### src/rtl/gate_exerciser.sv
// Exhaustive tester for a 2-input gate: steps {in1,in2} through 00..11, waits a
// settle time per vector, compares dut_out with the expected function and reports.
module gate_exerciser #(
  parameter int SETTLE_CYCLES = 5,
  parameter int FUNC          = 0
) (
  input  logic       clk,
  input  logic       rst,
  input  logic       start,
  input  logic       dut_out,
  output logic       in1,
  output logic       in2,
  output logic       busy,
  output logic       done,
  output logic       pass,
  output logic [2:0] err_count,
  output logic [3:0] mismatch_vec
);

  localparam logic [1:0] IDLE   = 2'd0;
  localparam logic [1:0] SETTLE = 2'd1;
  localparam logic [1:0] CHECK  = 2'd2;
  localparam logic [1:0] DONE   = 2'd3;

  localparam logic [7:0] SETTLE_LAST = 8'(SETTLE_CYCLES - 1);

  logic [1:0] state;
  logic [1:0] idx;
  logic [1:0] vec;
  logic [7:0] cnt;
  logic       mismatch;
  logic [2:0] err_next;

  function automatic logic expected_out(input logic [1:0] v);
    case (FUNC)
      1:       return v[1] | v[0];
      2:       return v[1] ^ v[0];
      3:       return ~(v[1] & v[0]);
      default: return v[1] & v[0];
    endcase
  endfunction

  assign mismatch = (dut_out != expected_out(vec));
  assign err_next = err_count + {2'b00, mismatch};
  assign busy     = (state == SETTLE) || (state == CHECK);
  assign in1      = vec[1];
  assign in2      = vec[0];

  always_ff @(posedge clk) begin
    if (rst) begin
      state        <= IDLE;
      idx          <= 2'd0;
      vec          <= 2'd0;
      cnt          <= 8'd0;
      err_count    <= 3'd0;
      mismatch_vec <= 4'd0;
      done         <= 1'b0;
      pass         <= 1'b0;
    end else begin
      case (state)
        IDLE, DONE: begin
          if (start) begin
            state        <= SETTLE;
            idx          <= 2'd0;
            vec          <= 2'd0;
            cnt          <= 8'd0;
            err_count    <= 3'd0;
            mismatch_vec <= 4'd0;
            done         <= 1'b0;
            pass         <= 1'b0;
          end
        end
        SETTLE: begin
          cnt <= cnt + 8'd1;
          if (cnt == SETTLE_LAST) state <= CHECK;
        end
        CHECK: begin
          err_count <= err_next;
          if (mismatch) mismatch_vec[idx] <= 1'b1;
          if (idx != 2'd3) begin
            idx   <= idx + 2'd1;
            vec   <= idx + 2'd1;
            cnt   <= 8'd0;
            state <= SETTLE;
          end else begin
            // pass uses the count including this last vector's result
            state <= DONE;
            done  <= 1'b1;
            pass  <= (err_next == 3'd0);
          end
        end
        default: state <= IDLE;
      endcase
    end
  end

endmodule

### config.mk
export PLATFORM = sky130hd
export DESIGN_NAME = gate_exerciser
export DESIGN_NICKNAME = d
export VERILOG_FILES = /design/src/rtl/gate_exerciser.sv
export SDC_FILE = /design/constraint.sdc
export NUM_CORES = 1
export LEC_CHECK = 0
export CAP_MARGIN = 20
export CORE_MARGIN = 5
export CORE_UTILIZATION = 52
export CTS_CLUSTER_DIAMETER = 150
export CTS_CLUSTER_SIZE = 8
export DETAILED_ROUTE_END_ITERATION = 8
export PLACE_DENSITY_LB_ADDON = 0.1
export REMOVE_ABC_BUFFERS = 1
export SLEW_MARGIN = 20
export SYNTH_ARGS = -nofsm -noshare
export SYNTH_HDL_FRONTEND = slang
export SYNTH_SLANG_ARGS = --single-unit
### constraint.sdc
create_clock -name clk -period 2.2 [get_ports clk]
set_input_delay 0.44 -clock clk [delete_from_list [all_inputs] [get_ports clk]]
set_output_delay 0.44 -clock clk [all_outputs]
set_load 0.01 [all_outputs]
## Yosys cells after proc, flatten, opt, wreduce, memory -nomap -nowiden

Cells that the tools add are included.

| word-level totals | value |
|---|---|
| register bits after elaboration | 21 |
| input bits | 4 |
| word-level logic and storage cells | 59 |

| cells by class | value |
|---|---|
| add/sub/neg operators | 3 |
| $lt $le $gt $ge | 2 |
| eq/ne operators | 11 |
| multiplexer cells | 22 |
| bitwise gates (word level) | 2 |
| reduce and logical (&&, ||, !) cells | 12 |

Operators by type and width:

| operator | count |
|---|---|
| $pmux W8 S3 | 1 |
| $mux W8 | 2 |
| $mux W2 | 5 |
| $reduce_and A3 Y1 | 3 |
| $add A8 B1 Y8 const B | 1 |
| $eq A8 B3 Y1 const B | 1 |
| $mux W4 | 2 |
| $ne A2 B2 Y1 const B | 4 |
| $pmux W4 S2 | 1 |
| $pmux W2 S3 | 1 |
| $pmux W3 S2 | 1 |
| $reduce_and A2 Y1 | 3 |
| $eq A2 B2 Y1 const B | 2 |
| $mux W1 | 4 |
| $ne A2 B1 Y1 const B | 2 |
| $or A4 B4 Y4 | 1 |
| $pmux W1 S2 | 2 |
| $pmux W2 S2 | 1 |
| $add A3 B1 Y3 | 1 |
| $logic_not A3 Y1 | 1 |
| $lt A2 B3 Y1 const B | 1 |
| $mux W3 | 1 |
| $add A2 B1 Y2 const B | 1 |
| $demux W1 S2 | 1 |
| other kinds (9) | 9 |

## Logic depth before layout (Yosys ltp)

| logic depth | value |
|---|---|
| word-level depth | 7 |
| mapped depth | 10 |
| depth with buffers taken out | 9 |

## Least setup slack after synthesis

OpenSTA, ideal clock, no wires.

| timing | value |
|---|---|
| path kind | register -> register |
| from | reg vec[0] |
| to | reg pass |
| setup time | 0.071 ns |
| arrival | 1.782 ns |
| data required time | 2.129 ns |
| slack | 0.347 ns |
| stages on the path, launching flop included | 10 |
| path buffers | 1 |
| clock period less this slack | 1.853 ns |
| cells stage by stage | dfxtp_1 > ha_1 > buf_2 > xnor2_1 > inv_1 > ha_1 > ha_1 > nor3_1 > nand3_1 > a21oi_1 |

| on the way | value |
|---|---|
| longest elaborated chain between the ends | 6 |
| elaborated cells between the ends (all ways) | 9 |
| classes of those cells | add/sub: 1; eq/ne: 3; mux: 2; bitwise: 1; reduce/logical: 2 |

Ends and longest elaborated chain:

| element | RTL line | text |
|---|---|---|
| start: declaration | 29 | `logic [1:0] vec;` |
| start signal: assignment | 82 | `vec <= idx + 2'd1;` |
| $and A1 B1 Y1 | 39 | `default: return v[1] & v[0];` |
| $ne A1 B1 Y1 | 43 | `assign mismatch = (dut_out != expected_out(vec));` |
| $add A3 B1 Y3 | 44 | `assign err_next = err_count + {2'b00, mismatch};` |
| $logic_not A3 Y1 | 89 | `pass <= (err_next == 3'd0);` |
| $mux W1 | 80 | `if (idx != 2'd3) begin` |
| $pmux W1 S2 | 60 | `case (state)` |
| end signal: assignment | 89 |  |
| end: declaration | 15 | `output logic pass,` |

Parallel ways exist; a longest one is shown, timed or not. The select of a mux whose other input is x is not followed.
A chain may end at the register's enable or synchronous reset.

## Worst setup path after layout

Same ends and word-level chain as after synthesis.

==> impl_metrics.tcl <==
set metrics [dict create \
    status "finished clean" \
    root_buffer "clkbuf_4" \
    cts_setup_buffers 0 \
    hold_viol 0 \
    area_delta_synth_final_pct 21.1 \
    rsz0062_at_grt "no" \
    diodes 0 \
    drt-initial-drc-count 15 \
    drive_gt1_share_pct 11.8 \
    multi_input_area_um2 656 \
    finalSetupViolCount 0 \
    grt_usage_pct 14.8 \
    dp_cells 175 \
    cts_tree "built" \
    cp_data_required_time_ps 2440 \
    setup_slack_ps 346 \
    dr_total_vias 966 \
    vias_per_cell 5.40 \
    slew_headroom_pct 74.8 \
    die_h_um 56.6 \
    ir_drop_uv 457 \
    ys_types 34 \
    slew_violations 0 \
    cts-hold-fix-buffers 0 \
    rows 16 \
    critPathMostFrequentCell "ha_1" \
    antenna_found_initial 0 \
    grt_pass1_wl_um 3930 \
    ff_latch_area_um2 422 \
    fin_crit_ps 1850 \
    design_area_um2 1370 \
    clk_path_buf_depth 2 \
    gp_congestion 0.815 \
    design.core.area_um2 2020 \
    p_leak_uw 0.000524 \
    route.detailed.drc 0 \
    fin_nets 168 \
    p_per_area_nw_per_um2 522 \
    initial_core_util_pct 55.9 \
    htreeDepth 1 \
    drt-total-wl_um 2310 \
    ant_nets 0 \
    clk_pin_slew_ps 130 \
    wire_per_inst_um 12.9 \
    synthCells 131 \
    seq_area_frac_synth_pct 37.2 \
    numClockSinks 21 \
    fin_tns_setup_ps 0 \
    die_x_um 56.6 \
    fill_cells 167 \
    ys_ff_latch 21 \
    firstDrtPassIters 4 \
    slowest_stage "dfxtp_1" \
    syn_area_per_cell_um2 8.63 \
    grt-ovfl-total 0 \
    fmax_ghz 0.539 \
    dpl.hpwl_um 1710 \
    final_cell_mix "20 x dfxtp_1, 14 x clkdlybuf4s50_1, 13 x a21oi_1" \
    ys_warn_count 0 \
    end_kind "flop" \
    preCtsSetupSlack_ps 121 \
    grt_pass1_vias 923 \
    netlist_area_um2 1130 \
    cp_cell_sequence "ha_1 > xnor2_1 > inv_1 > ha_1 > ha_1 > nor3_1 > nand3_1 > a21oi_1" \
    grt_max_degree 13 \
    startpoint_type "flop" \
    final_cells 179 \
    placed_cell_area_um2 1340 \
    path_class "reg -> reg" \
    hp-class "reg -> reg" \
    crit_path_max_fanout 7 \
    layout_commonest_cell "dfxtp_1" \
    die-area_um2 3210 \
    maxCapViolCount 0 \
    clkLatencyLatePin_ps 310 \
    critPathArrivalTime_ps 2090 \
    boundaryPins 16 \
    period_share_pct 84.3 \
    tightest_slew_ps 373 \
    fin_skew_ps 12.7 \
    numCtsBuffers 3 \
    portBuffers 15 \
    crit_path_max_incr_delay_ps 460 \
]
==> where the power goes <==
| group | leakage [uW] | internal (uW) | switching [uW] |
|---|---|---|---|
| logic | 0.000337 | 53.6 | 72.2 |
| registers | 0.000170 | 390 | 7.90 |
| clock network | 0.0000177 | 67.7 | 123 |
| total | 0.000524 | 511 | 203 |
==> synthesized netlist by cell type, drive strengths merged <==
library cell | number | area (um^2)
nor2 | 10 | 37.5
nand2 | 10 | 37.5
mux2i | 2 | 20.0
xnor2 | 4 | 35.0
buf | 2 | 16.3
a21oi | 14 | 73.8
nand4 | 2 | 18.8
and2 | 2 | 12.5
o21bai | 1 | 11.3
inv | 9 | 33.8
nor3b | 1 | 7.51
and4 | 2 | 18.8
nand3 | 5 | 25.0
o22ai | 1 | 6.26
nor3 | 9 | 45.0
a31o | 1 | 8.76
nor4 | 1 | 6.26
a32oi | 2 | 17.5
clkbuf | 2 | 7.51
dfxtp | 21 | 420
a22oi | 1 | 7.51
nand4bb | 1 | 11.3
nand2b | 3 | 18.8
ha | 11 | 138
or3 | 1 | 6.26
o41ai | 1 | 8.76
o21ai | 5 | 25.0
o32a | 1 | 11.3
nor2b | 3 | 18.8
xor2 | 3 | 26.3
==> metrics by stage <==
step	total power, uW	hold WS, ps	util [%]
floorplan	478	468	-
global placement	528	465	66.1
detailed placement	529	482	66.1
CTS	715	500	67.6
global route	745	528	67.8
finish	715	493	67.8
==> routing by layer <==
layer	vias to the layer above	part of all wire [%]	GRT usage, %
met2	22	46	24.1
met5	-	0	0
li1	497	-	-
met3	6	4.3	2.98
met1	441	49	19.6
met4	0	0.99	4.41
==> worst paths after layout <==
| path | start | endpoint | slack (ps) | cells after the start |
|---|---|---|---|---|
| min reg2reg | pass$_SDFFE_PP0P_ | pass$_SDFFE_PP0P_ | 490 | 2 |
| max reg2reg | vec[0]$_SDFFE_PP0P_ | pass$_SDFFE_PP0P_ | 350 | 8 |
| max | vec[0]$_SDFFE_PP0P_ | pass$_SDFFE_PP0P_ | 350 | 8 |
| min | pass$_SDFFE_PP0P_ | pass$_SDFFE_PP0P_ | 490 | 2 |
==> what timing repair did <==
item | in CTS | in global routing
resized for setup | 1 | 2
pin swaps | 0 | 0
hold endpoints to repair | 0 | 0
endpoints found under the setup margin | 1 | 1
==> state kept, by name, indices dropped and copies added, names as in the netlist <==
signal / cells
done: 1
err_count: 3
cnt: 8
vec: 2
pass: 1
state: 2
mismatch_vec: 4
==> layout make-up <==
| type | count | share of cell area (%) |
|---|---|---|
| inverters | 9 | 2.47 |
| multi-input cells | 97 | 47.9 |
| flip-flops and latches | 21 | 30.8 |
| repair buffers | 21 | 14.4 |
| well taps | 27 | 2.47 |
| clock buffers | 3 | 1.64 |
| clock inverters | 1 | 0.365 |
==> worst max-delay path: cells and delay by family (launching register included) <==
kind | cells | cell delay (ps)
AND/OR/NAND/NOR | 2 | 290
XOR/XNOR | 1 | 140
adder cells (fa/ha/maj) | 3 | 710
AO/OA/AOI/OAI | 1 | 120
flip-flops | 1 | 460
buffers and inverters | 1 | 60
==> logic make-up after synthesis <==
| logic type | share of synthesized area (%) |
|---|---|
| flops | 37.2 |
| buf+inv | 5.09 |
| xor+xnor | 5.42 |
| fa+ha+maj | 12.2 |
| compound gates | 15.0 |
| simple gates | 23.3 |
| mux | 1.77 |
No activity file was read; power rests on OpenSTA's default activity.
